[src/rtl/ps2_kbd_decoder.sv]
// PS/2 scan-code set 2 decoder: turns received bytes into make/break key events
// and queues them in a show-ahead FIFO behind a valid/ready port.
module ps2_kbd_decoder #(
    parameter  int DEPTH       = 8,
    parameter  int TIMEOUT_CYC = 2500000,
    localparam int ADDR_W      = $clog2(DEPTH)
) (
    input  logic              clk,
    input  logic              reset_n,
    input  logic              rx_done_tick,
    input  logic [7:0]        rx_data,
    output logic              rx_en,
    output logic              ev_valid,
    input  logic              ev_ready,
    output logic [7:0]        ev_code,
    output logic              ev_ext,
    output logic              ev_brk,
    output logic [ADDR_W:0]   ev_count,
    output logic              ovf,
    input  logic              ovf_clr,
    output logic              bat_ok_tick
);

    localparam int TMO_W = (TIMEOUT_CYC > 1) ? $clog2(TIMEOUT_CYC) : 1;
    localparam logic [TMO_W-1:0]  TMO_LAST  = TMO_W'(TIMEOUT_CYC - 1);
    localparam logic [ADDR_W:0]   COUNT_MAX = (ADDR_W + 1)'(DEPTH);

    typedef enum logic [2:0] {
        S_BASE,
        S_EXT,
        S_BRK,
        S_EXTBRK,
        S_PAUSE
    } state_e;

    typedef struct packed {
        logic       brk;
        logic       ext;
        logic [7:0] code;
    } event_t;

    state_e             state_q, state_d;
    logic [2:0]         skip_q, skip_d;
    logic [TMO_W-1:0]   tmo_q, tmo_d;
    logic               bat_q, bat_d;

    logic               push;
    event_t             push_ev;

    event_t             mem_q [DEPTH];
    logic [ADDR_W-1:0]  wr_ptr_q, wr_ptr_d;
    logic [ADDR_W-1:0]  rd_ptr_q, rd_ptr_d;
    logic [ADDR_W:0]    count_q, count_d;
    event_t             head_q, head_d;
    logic               ovf_q, ovf_d;
    logic               full, pop, wr_en, drop, last_leaves;

    // ---------------- FSM: state register ----------------
    // NOTE: sequential state uses non-blocking (<=) so every flop samples the
    // pre-edge values; blocking here would create order-dependent races.
    always_ff @(posedge clk or negedge reset_n) begin
        if (!reset_n) begin
            state_q <= S_BASE;
            skip_q  <= '0;
            tmo_q   <= '0;
            bat_q   <= 1'b0;
        end else begin
            state_q <= state_d;
            skip_q  <= skip_d;
            tmo_q   <= tmo_d;
            bat_q   <= bat_d;
        end
    end

    // ---------------- FSM: next state ----------------
    // NOTE: every always_comb output gets a default first, so no path leaves a
    // variable unassigned and no latch is inferred.
    always_comb begin
        state_d = state_q;
        skip_d  = skip_q;
        tmo_d   = '0;
        if (rx_done_tick) begin
            unique case (state_q)
                S_BASE: begin
                    if (rx_data == 8'hE0) begin
                        state_d = S_EXT;
                    end else if (rx_data == 8'hF0) begin
                        state_d = S_BRK;
                    end else if (rx_data == 8'hE1) begin
                        state_d = S_PAUSE;
                        skip_d  = 3'd7;
                    end
                end
                S_EXT: begin
                    if (rx_data == 8'hF0) begin
                        state_d = S_EXTBRK;
                    end else if (rx_data != 8'hE0) begin
                        state_d = S_BASE;
                    end
                end
                S_PAUSE: begin
                    skip_d = skip_q - 3'd1;
                    if (skip_q == 3'd1) begin
                        state_d = S_BASE;
                    end
                end
                default: state_d = S_BASE;
            endcase
        end else if (state_q != S_BASE) begin
            // An abandoned prefix must not swallow the next unrelated key.
            if (tmo_q == TMO_LAST) begin
                state_d = S_BASE;
            end else begin
                tmo_d = tmo_q + TMO_W'(1);
            end
        end
    end

    // ---------------- FSM: outputs ----------------
    always_comb begin
        push    = 1'b0;
        push_ev = '0;
        bat_d   = 1'b0;
        if (rx_done_tick) begin
            unique case (state_q)
                S_BASE: begin
                    unique case (rx_data)
                        8'hE0, 8'hF0, 8'hE1,
                        8'hFA, 8'hFE, 8'hEE, 8'h00, 8'hFF: ;
                        8'hAA:   bat_d = 1'b1;
                        default: begin
                            push    = 1'b1;
                            push_ev = '{brk: 1'b0, ext: 1'b0, code: rx_data};
                        end
                    endcase
                end
                S_EXT, S_BRK, S_EXTBRK: begin
                    if (rx_data != 8'hF0 && rx_data != 8'hE0) begin
                        push    = 1'b1;
                        push_ev = '{brk: (state_q != S_EXT),
                                    ext: (state_q != S_BRK),
                                    code: rx_data};
                    end
                end
                S_PAUSE: begin
                    if (skip_q == 3'd1) begin
                        push    = 1'b1;
                        push_ev = '{brk: 1'b0, ext: 1'b1, code: 8'hE1};
                    end
                end
                default: ;
            endcase
        end
    end

    // ---------------- event FIFO ----------------
    always_comb begin
        full     = (count_q == COUNT_MAX);
        ev_valid = (count_q != '0);
        pop      = ev_valid & ev_ready;
        wr_en    = push & (~full | pop);
        drop     = push & full & ~pop;

        wr_ptr_d = wr_ptr_q + ADDR_W'(wr_en);
        rd_ptr_d = rd_ptr_q + ADDR_W'(pop);

        count_d = count_q;
        if (wr_en && !pop) begin
            count_d = count_q + (ADDR_W + 1)'(1);
        end else if (pop && !wr_en) begin
            count_d = count_q - (ADDR_W + 1)'(1);
        end

        // When nothing older remains, the new head is the entry being written
        // this cycle, which is not in the array yet.
        last_leaves = (count_q == '0) | ((count_q == (ADDR_W + 1)'(1)) & pop);
        head_d = head_q;
        if (count_d != '0) begin
            head_d = last_leaves ? push_ev : mem_q[rd_ptr_d];
        end

        ovf_d = (ovf_q & ~ovf_clr) | drop;
    end

    always_ff @(posedge clk or negedge reset_n) begin
        if (!reset_n) begin
            wr_ptr_q <= '0;
            rd_ptr_q <= '0;
            count_q  <= '0;
            head_q   <= '0;
            ovf_q    <= 1'b0;
        end else begin
            wr_ptr_q <= wr_ptr_d;
            rd_ptr_q <= rd_ptr_d;
            count_q  <= count_d;
            head_q   <= head_d;
            ovf_q    <= ovf_d;
        end
    end

    // NOTE: the storage array is deliberately not reset; entries are only read
    // after being written, and the visible head comes from the reset head_q.
    always_ff @(posedge clk) begin
        if (wr_en) begin
            mem_q[wr_ptr_q] <= push_ev;
        end
    end

    assign rx_en       = ~full;
    assign ev_count    = count_q;
    assign ev_code     = head_q.code;
    assign ev_ext      = head_q.ext;
    assign ev_brk      = head_q.brk;
    assign ovf         = ovf_q;
    assign bat_ok_tick = bat_q;

endmodule
[config.mk]
export PLATFORM = sky130hd
export DESIGN_NAME = ps2_kbd_decoder
export DESIGN_NICKNAME = d
export VERILOG_FILES = /design/src/rtl/ps2_kbd_decoder.sv
export SDC_FILE = /design/constraint.sdc
export NUM_CORES = 1
export LEC_CHECK = 0
export CORE_MARGIN = 1.5
export CORE_UTILIZATION = 50
export CTS_BUF_LIST = sky130_fd_sc_hd__clkbuf_8
export DETAILED_ROUTE_END_ITERATION = 8
export PLACE_DENSITY_LB_ADDON = 0.08
export SLEW_MARGIN = 20
export SYNTH_ARGS = -nofsm -noshare
export SYNTH_HDL_FRONTEND = slang
export SYNTH_SLANG_ARGS = --single-unit
export TNS_END_PERCENT = 1
[constraint.sdc]
create_clock -name clk -period 8.51 [get_ports clk]
set_clock_uncertainty 0.15 [all_clocks]
set_input_delay 2.1275 -clock clk [delete_from_list [all_inputs] [get_ports clk]]
set_output_delay 2.1275 -clock clk [all_outputs]
set_load 0.02 [all_outputs]
==> flow_metrics.tcl, run 1 <==
set metrics [dict create \
    status "finished clean" \
    ys_seq_elements 130 \
    grt_overflow_total 0 \
    yosysSeqAreaShare 0.628 \
    ir_drop_v 0.000309 \
    r2r_slack_ns 4.79 \
    routabilityCongestion 0.860 \
    yosysWarnings 0 \
    place_ws_ns 2.54 \
    tns_ns 0 \
    crit_path_top_delay_cell "nor4_4" \
    setup_viol_count_final 0 \
    final_nets 492 \
    core_um2 11400 \
    tightest_slew_ns 1.03 \
    nFillCells 928 \
    cap_violations 0 \
    crit_path_max_fanout 10 \
    hp-class "reg2reg" \
    min_path_cells 1 \
    multi_input_area_um2 2090 \
    cts_buffer_depth 2 \
    crit_path_end_kind "flop" \
    yosysTopAreaCell "edfxtp_1" \
    rows 39 \
    postLayoutSetupSlackWorst_ns 2.96 \
    syn_nets 450 \
    grt_max_degree 51 \
    critPathKind "in2reg" \
    grt_pass1_wl_um 19500 \
    regArea_um2 3650 \
    cts-root-buf "clkbuf_8" \
    crit_arrival_ns 5.72 \
    io_pins 31 \
    leakagePower_uw 0.00245 \
    max_stage_delay_ns 0.85 \
    dp_hpwl_um 7880 \
    antenna_found_initial 0 \
    syn_area_um2 5820 \
    max_freq_ghz 0.180 \
    rsz0062_at_grt "false" \
    path_cells "clkdlybuf4s50_1, or3_1, a221oi_2, a211oi_1, o21a_1, o211ai_1, nand3_1, nor4_4, mux2_2" \
    drive_gt1_frac 0.154 \
    htree_num_levels 4 \
    clkPwrFrac 0.251 \
    initial_utilization 0.511 \
    cts.sinks 130 \
    p_switching_uw 709 \
    vias 3571 \
    io_buffers 30 \
    slew_violations 0 \
    area.growth.synth_to_final_pct 15.7 \
    ys_types 55 \
    yosys-top-cells-area "edfxtp_1, dfrtp_1, mux4_2" \
    clk_pin_slew_worst_paths_ns 0.07 \
    die_w_um 111 \
    fin_crit_sh 0.652 \
    postSynthAreaPerCell_um2 13.6 \
    grt_use_total 0.211 \
    insertedDiodeCount 0 \
    synth_edf_count 80 \
    rr_worst_depth 12 \
    syn_inst 427 \
    power_frac_seq 0.384 \
    wl_met1_um 5330 \
    clk_latency_ns 0.44 \
    slew_headroom 0.310 \
    firstDrtPassIters 5 \
    whs_endpoint "tmo_q[0]$_DFF_PN0_" \
    cp-start-kind "primary input" \
    drc_errors 0 \
    finalHoldWorstSlack_ns 0.341 \
    worstReg2RegEnd "ev_ext$_DFFE_PN0P_" \
    grt_pass1_vias 3661 \
    p_comb_frac 0.366 \
    synth_common_cells "edfxtp_1, nor2_1, dfrtp_1" \
    hold_start "tmo_q[0]$_DFF_PN0_" \
    cts_made_buffers 17 \
    routed_wl_um 12000 \
    top_layer "met4" \
    yosysMostFrequentCell "edfxtp_1" \
    detail_route.wl_per_cell_um 19.1 \
    intPower_uw 1510 \
    ys.flop_type "edfxtp_1" \
    cts_hold_buf 0 \
    drtAntennaViolNets 0 \
    wl_met2_um 5990 \
    async_reset_ff_frac 0.385 \
    r2r-start "ev_count[1]$_DFF_PN0_" \
    drtIter0Drc 264 \
    ctsResizeCount 0 \
    cts_tree "yes" \
    via_per_inst 5.71 \
    power.density_nw_per_um2 329 \
    post-cts-setup-buffer-count 0 \
    period_minus_slack_ns 5.55 \
    finalHoldViolCount 0 \
    wl_met3_um 542 \
    synth_top_area_frac 0.413 \
    die_h_um 111 \
    cp.required_ns 8.68 \
    die-area_um2 12300 \
    switching_share 0.320 \
]
sequential cells by signal (all words and copies together), names as in the netlist:
| name | count |
|---|---|
| bat_ok_tick | 1 |
| skip_q | 3 |
| ev_brk | 1 |
| state_q | 3 |
| ev_code | 8 |
| wr_ptr_q | 3 |
| tmo_q | 22 |
| ovf | 1 |
| rd_ptr_q | 3 |
| ev_ext | 1 |
| mem_q | 80 |
| ev_count | 4 |
metal layers:
layer	track usage	vias to the layer above
li1	-	1689
met1	0.285	1789
met2	0.325	83
met3	0.0519	10
met4	0.0991	0
met5	0	-
logic make-up after synthesis:
| kind of cell | count (synthesis) | share of synthesized area |
|---|---|---|
| AOI/OAI and AO/OA | 47 | 0.0542 |
| and+or+nand+nor | 153 | 0.130 |
| buffers and inverters | 23 | 0.0153 |
| xor gates and xnor gates | 22 | 0.0331 |
| DFF | 130 | 0.628 |
| muxes | 42 | 0.117 |
| adders and majority gates | 10 | 0.0215 |
power groups by stage:
stage | logic (µW) | clock network, µW | registers [µW]
after global placement | 798 | 0 | 860
after detailed placement | 823 | 0 | 865
after floorplan | 533 | 0 | 886
after global routing | 885 | 595 | 863
final | 810 | 555 | 850
after CTS | 825 | 568 | 852
worst max path at each step:
stage	from	end	slack, ns	cells past startpoint
2_1_floorplan	rx_data[4]	ev_brk$_DFFE_PN0P_	3.56	10
3_3_place_gp	rx_data[4]	ev_code[0]$_DFFE_PN0P_	2.62	9
3_5_place_dp	rx_data[4]	ev_code[4]$_DFFE_PN0P_	2.54	9
4_1_cts	rx_data[4]	ev_code[4]$_DFFE_PN0P_	3.01	9
5_1_grt	rx_data[0]	ev_code[4]$_DFFE_PN0P_	2.77	9
6_report	rx_data[4]	ev_code[4]$_DFFE_PN0P_	2.96	9
cell type report:
| type | instances | area share |
|---|---|---|
| inverter | 9 | 0.00502 |
| tap | 143 | 0.0266 |
| clock inverter | 14 | 0.0259 |
| sequential | 130 | 0.543 |
| timing repair buffer | 37 | 0.0517 |
| clock buffer | 18 | 0.0368 |
| multi-input combinational | 274 | 0.311 |
critical path, delay by kind of cell:
kind	cells	cell delay, ns
simple gates	3	1.47
compound gates	4	1.07
buf+inv	1	0.61
mux	1	0.42
through the flow:
stage | instance area, µm² | total power [µW] | cells | utilization
after floorplan | 5820 | 1420 | 427 | -
after global placement | 6290 | 1660 | 593 | 0.553
after detailed placement | 6300 | 1690 | 593 | 0.554
after CTS | 6720 | 2240 | 625 | 0.591
after global routing | 6730 | 2340 | 625 | 0.592
final | 6730 | 2220 | 625 | 0.592
cell usage in the layout, fill, tap and decap left out, types with 3 or more instances in the layout:
cell type,netlist,final
mux2_2,8,8
mux2i_1,12,12
and3_1,3,3
xnor2_1,6,6
nand4_1,8,8
ha_1,10,10
nor4_1,3,3
or3_1,6,6
dfrtp_1,50,50
clkbuf_8,0,18
bufinv_16,0,4
xor2_1,16,16
clkdlybuf4s50_1,0,29
and2_1,5,5
nor2_2,0,5
nand2b_1,4,4
nor3_1,8,7
a21oi_1,7,7
nor2_1,53,48
or4_1,3,3
nand2_1,32,32
buf_4,0,7
edfxtp_1,80,80
inv_1,9,12
o21ai_0,17,17
mux4_2,20,20
nand3_1,15,15
Power figures use the tool's default switching activity.
==> inputs of run 2 (changes only) <==
Clock period 8.51 ns to 5.7 ns, I/O delays scaled along.
==> run 2 against run 1 <==
  * Combinational power rose by 52%
  * Die area did not move
  * Largest cell class unchanged
  * Sequential cell count did not move
  * Critical path depth rose by 1
  * Hold slack improved by 0.0027 ns
  * Wire length rose by 1.4%
  * Largest power group unchanged
  * Sequential power rose by 49%
==> flow_metrics.tcl, run 2 (synthesized netlist as in run 1, its figures left out) <==
set metrics [dict create \
    status "finished clean" \
    crit_path_end_kind "flop" \
    routed_wl_um 12100 \
    r2r_slack_ns 2.07 \
    drive_gt1_frac 0.159 \
    die_h_um 111 \
    top_layer "met4" \
    drc_errors 0 \
    nFillCells 910 \
    insertedDiodeCount 0 \
    io_buffers 30 \
    dp_hpwl_um 7960 \
    cts_tree "yes" \
    layout_common_cells "edfxtp_1, nor2_1, dfrtp_1" \
    firstDrtPassIters 4 \
    ir_drop_v 0.000515 \
    io_pins 31 \
    top_register "mem_q" \
    crit_path_max_fanout 10 \
    place_ws_ns 0.712 \
    postLayoutCellArea_um2 6800 \
    initial_utilization 0.511 \
    grt_use_total 0.214 \
    hp-class "reg2reg" \
    area.growth.synth_to_final_pct 16.9 \
    slew_violations 0 \
    postLayoutSetupSlackWorst_ns 1.17 \
    slew_headroom 0.280 \
    dp.cells 601 \
    cp.required_ns 5.87 \
    die-area_um2 12300 \
    clk_latency_ns 0.44 \
    tightest_slew_ns 1.07 \
    detail_route.wl_per_cell_um 19.2 \
    wl_met2_um 5690 \
    via_per_inst 5.72 \
    drtIter0Drc 228 \
    crit_arrival_ns 4.70 \
    htree_num_levels 4 \
    antenna_found_initial 0 \
    cts_made_buffers 17 \
    cts-root-buf "clkbuf_8" \
    cts.sinks 130 \
    die_w_um 111 \
    clk_pin_slew_worst_paths_ns 0.07 \
    vias 3619 \
    leakagePower_uw 0.00251 \
    cts_buffer_depth 2 \
    finalPower_uw 3370 \
    grt_pass1_wl_um 19700 \
    crit_start "rx_data[4]" \
    wl_met1_um 5690 \
    setup.worst_path.end "ev_code[2]$_DFFE_PN0P_" \
    placed_area_um2 6350 \
    rows 39 \
    grt_overflow_total 0 \
    max_freq_ghz 0.221 \
    core_um2 11400 \
    stdcell_count 633 \
    r2r-start "ev_count[1]$_DFF_PN0_" \
    fin_crit_sh 0.795 \
    cts_hold_buf 0 \
    final_nets 500 \
    drtAntennaViolNets 0 \
    post-cts-setup-buffer-count 0 \
    final_common_cell "edfxtp_1" \
    rr_worst_depth 12 \
    setup_viol_count_final 0 \
    rsz0062_at_grt "false" \
    tns_ns 0 \
    finalHoldViolCount 0 \
    power.density_nw_per_um2 496 \
    grt_max_degree 51 \
    cp-start-kind "primary input" \
    period_minus_slack_ns 4.53 \
    cap_violations 0 \
    critPathKind "in2reg" \
    ctsResizeCount 0 \
    wl_met3_um 530 \
    largest_reg_flops 80 \
    worstReg2RegEnd "ev_code[3]$_DFFE_PN0P_" \
    grt_pass1_vias 3617 \
    routabilityCongestion 0.889 \
]
-- run 2: metal layers --
metal,track usage,vias up
met5,0,-
met4,0.0897,0
met3,0.0443,21
met2,0.329,89
met1,0.301,1810
li1,-,1699
-- run 2: final cells by class --
type / count / area [µm²] / area share
clock buffer: 18 / 248 / 0.0364
clock inverter: 14 / 199 / 0.0293
inverter: 9 / 33.8 / 0.00497
multi-input combinational: 274 / 2080 / 0.306
sequential: 130 / 3650 / 0.537
tap: 143 / 179 / 0.0263
timing repair buffer: 45 / 408 / 0.0600
-- run 2: where the power goes --
group          total [µW]  internal, µW  switching, µW  leakage (µW)
clock network         873           525            348      0.000234
logic                1230           607            622      0.000883
registers            1270          1180           91.2       0.00139
total                3370          2310           1060       0.00251
-- run 2: how the worst min path moves through the flow --
stage / startpoint / endpoint / slack, ns / depth (start not counted)
6_report: tmo_q[0]$_DFF_PN0_ / tmo_q[0]$_DFF_PN0_ / 0.34 / 1
5_1_grt: tmo_q[0]$_DFF_PN0_ / tmo_q[0]$_DFF_PN0_ / 0.37 / 1
4_1_cts: tmo_q[0]$_DFF_PN0_ / tmo_q[0]$_DFF_PN0_ / 0.34 / 1
3_5_place_dp: tmo_q[0]$_DFF_PN0_ / tmo_q[0]$_DFF_PN0_ / 0.33 / 1
3_3_place_gp: tmo_q[0]$_DFF_PN0_ / tmo_q[0]$_DFF_PN0_ / 0.33 / 1
2_1_floorplan: tmo_q[0]$_DFF_PN0_ / tmo_q[0]$_DFF_PN0_ / 0.30 / 1
-- run 2: per-stage QoR --
| step | hold slack (ns) | util |
|---|---|---|
| 4_1_cts | 0.344 | 0.598 |
| 3_5_place_dp | 0.335 | 0.559 |
| 5_1_grt | 0.367 | 0.598 |
| 6_report | 0.343 | 0.598 |
| 2_1_floorplan | 0.305 | - |
| 3_3_place_gp | 0.325 | 0.559 |
-- run 2: worst max-delay path, cell delays in order --
cell and delay [ns]:
clkdlybuf4s50_1 0.62, or3_1 0.46, a221oi_2 0.36, o221ai_2 0.19, o21ai_1 0.46, mux2i_1 0.28
xor2_1 0.14, nor4_4 0.15, buf_4 0.26, mux2_2 0.36
==> inputs of run 3 (changes only) <==
Clock period 5.7 ns to 3.7 ns, I/O delays scaled along.
==> run 3 against run 2 <==
  * Clock power is 37% higher
  * Total power is 56% higher
  * Sequential share of layout area is 2.4 points lower
  * Combinational power is 70% higher
  * Die area stayed put
==> flow_metrics.tcl, run 3 (synthesized netlist as in run 1, its figures left out) <==
set metrics [dict create \
    cp.required_ns 3.88 \
    use_met3 0.0503 \
    final_common_cell "edfxtp_1" \
    max_freq_ghz 0.279 \
    drtAntennaViolNets 0 \
    largest_reg_flops 80 \
    grt_pass1_wl_um 20500 \
    routabilityCongestion 0.845 \
    fin_util 0.626 \
    core_um2 11400 \
    period_minus_slack_ns 3.59 \
    clk_latency_ns 0.45 \
    io_buffers 30 \
    die_w_um 111 \
    area.growth.synth_to_final_pct 22.4 \
    crit_path_end_kind "flop" \
    grt_pass1_vias 3768 \
    fin_crit_sh 0.970 \
    finalHoldViolCount 0 \
    detail_route.wl_per_cell_um 18.8 \
    top_register "mem_q" \
    setup_viol_count_final 0 \
    die-area_um2 12300 \
    grt_use_total 0.222 \
    status "finished clean" \
    rows 39 \
    routed_wl_um 12600 \
    max_stage_delay_ns 0.58 \
    htree_num_levels 4 \
    die_h_um 111 \
    slew_violations 0 \
    dp_hpwl_um 8720 \
    cts-root-buf "clkbuf_8" \
    layout_common_cells "edfxtp_1, nor2_1, dfrtp_1" \
    slew_headroom 0.379 \
    drive_gt1_frac 0.223 \
    tightest_slew_ns 0.924 \
    cts_hold_buf 0 \
    io_pins 31 \
    crit_path_max_fanout 10 \
    grt_overflow_total 0 \
    power.density_nw_per_um2 736 \
    leakagePower_uw 0.00271 \
    postLayoutSetupSlackWorst_ns 0.113 \
    place_ws_ns -0.507 \
    cts_tree "yes" \
    vias 3762 \
    initial_utilization 0.511 \
    antenna_found_initial 0 \
    drc_errors 0 \
    cp-start-kind "primary input" \
    gr-usage-met2 0.330 \
    crit_path_top_delay_cell "or4b_1" \
    use_met1 0.319 \
    ir_drop_v 0.000395 \
    firstDrtPassIters 4 \
    path_cells "clkdlybuf4s50_1, or4b_1, o31ai_1, a211oi_2, o21a_4, o211ai_1, nand3_2, nor4_4, buf_12, mux2_2" \
    critPathKind "in2reg" \
    via_per_inst 5.64 \
    final_nets 534 \
    hp-class "reg2reg" \
    cts_made_buffers 17 \
    crit_arrival_ns 3.76 \
    clk_pin_slew_worst_paths_ns 0.07 \
    cts_buffer_depth 2 \
    cap_violations 0 \
    nFillCells 883 \
    grt_max_degree 27 \
    insertedDiodeCount 0 \
    cts.sinks 130 \
    grt.busiest_layer "met2" \
    drtIter0Drc 304 \
]
## run 3: changes by cell type in the layout (fill, tap and decap cells not counted), sizes merged
cell,change
buf,+34
bufinv,-3
clkbuf,+3
clkdlybuf4s50,-4
clkinv,-1
clkinvlp,+2
dlymetal6s2s,+4
inv,-1
## run 3: stage by stage
stage | power [µW] | cells | TNS [ns] | hold WS, ns | instance area, µm²
after global placement | 4040 | 635 | -11.16 | 0.319 | 6660
final | 5240 | 667 | 0 | 0.331 | 7120
after detailed placement | 4090 | 635 | -13.82 | 0.327 | 6660
after CTS | 5300 | 667 | 0 | 0.336 | 7080
after floorplan | 3270 | 427 | -0.120 | 0.305 | 5820
after global routing | 5520 | 667 | -0.309 | 0.359 | 7120
## run 3: critical path: cells and delay by family
family,cells,cell delay (ns)
buffers and inverters,2,0.72
multiplexers,1,0.34
AO/OA/AOI/OAI,4,0.78
AND/OR/NAND/NOR,3,1.00
## run 3: worst paths after layout
path / startpoint / slack, ns / depth (start not counted) / to
worst min register to register: tmo_q[0]$_DFF_PN0_ / 0.33 / 1 / tmo_q[0]$_DFF_PN0_
worst max register to register: ev_count[1]$_DFF_PN0_ / 0.39 / 11 / ev_code[6]$_DFFE_PN0P_
min in group asynchronous: reset_n / 0.34 / 1 / tmo_q[19]$_DFF_PN0_
worst min-delay path: tmo_q[0]$_DFF_PN0_ / 0.33 / 1 / tmo_q[0]$_DFF_PN0_
max in group asynchronous: reset_n / 2.28 / 2 / ev_ext$_DFFE_PN0P_
worst max-delay path: rx_data[3] / 0.11 / 10 / ev_code[6]$_DFFE_PN0P_
## run 3: layout make-up
type | count | area, µm² | area share
sequential | 130 | 3650 | 0.513
multi-input combinational | 274 | 2130 | 0.299
timing repair buffer | 79 | 723 | 0.102
clock buffer | 21 | 289 | 0.0406
tap | 143 | 179 | 0.0251
clock inverter | 11 | 114 | 0.0160
inverter | 9 | 33.8 | 0.00475
## run 3: timing repair
action / in CTS / in global routing
resized for setup: 3 / 8
pin swaps: 0 / 2
setup buffers: 0 / 0
setup endpoints to repair: 10 / 10
## run 3: power by group
| group | switching (µW) | total (µW) | internal, µW |
|---|---|---|---|
| Combinational | 1000 | 2090 | 1090 |
| Sequential | 137 | 1950 | 1810 |
| Clock | 538 | 1200 | 661 |
## run 3: routing by layer
metal  wire, µm  part of all wire
met1       5940              0.47
met2       5820              0.46
met3        551             0.044
met4        246             0.020
met5          0                 0
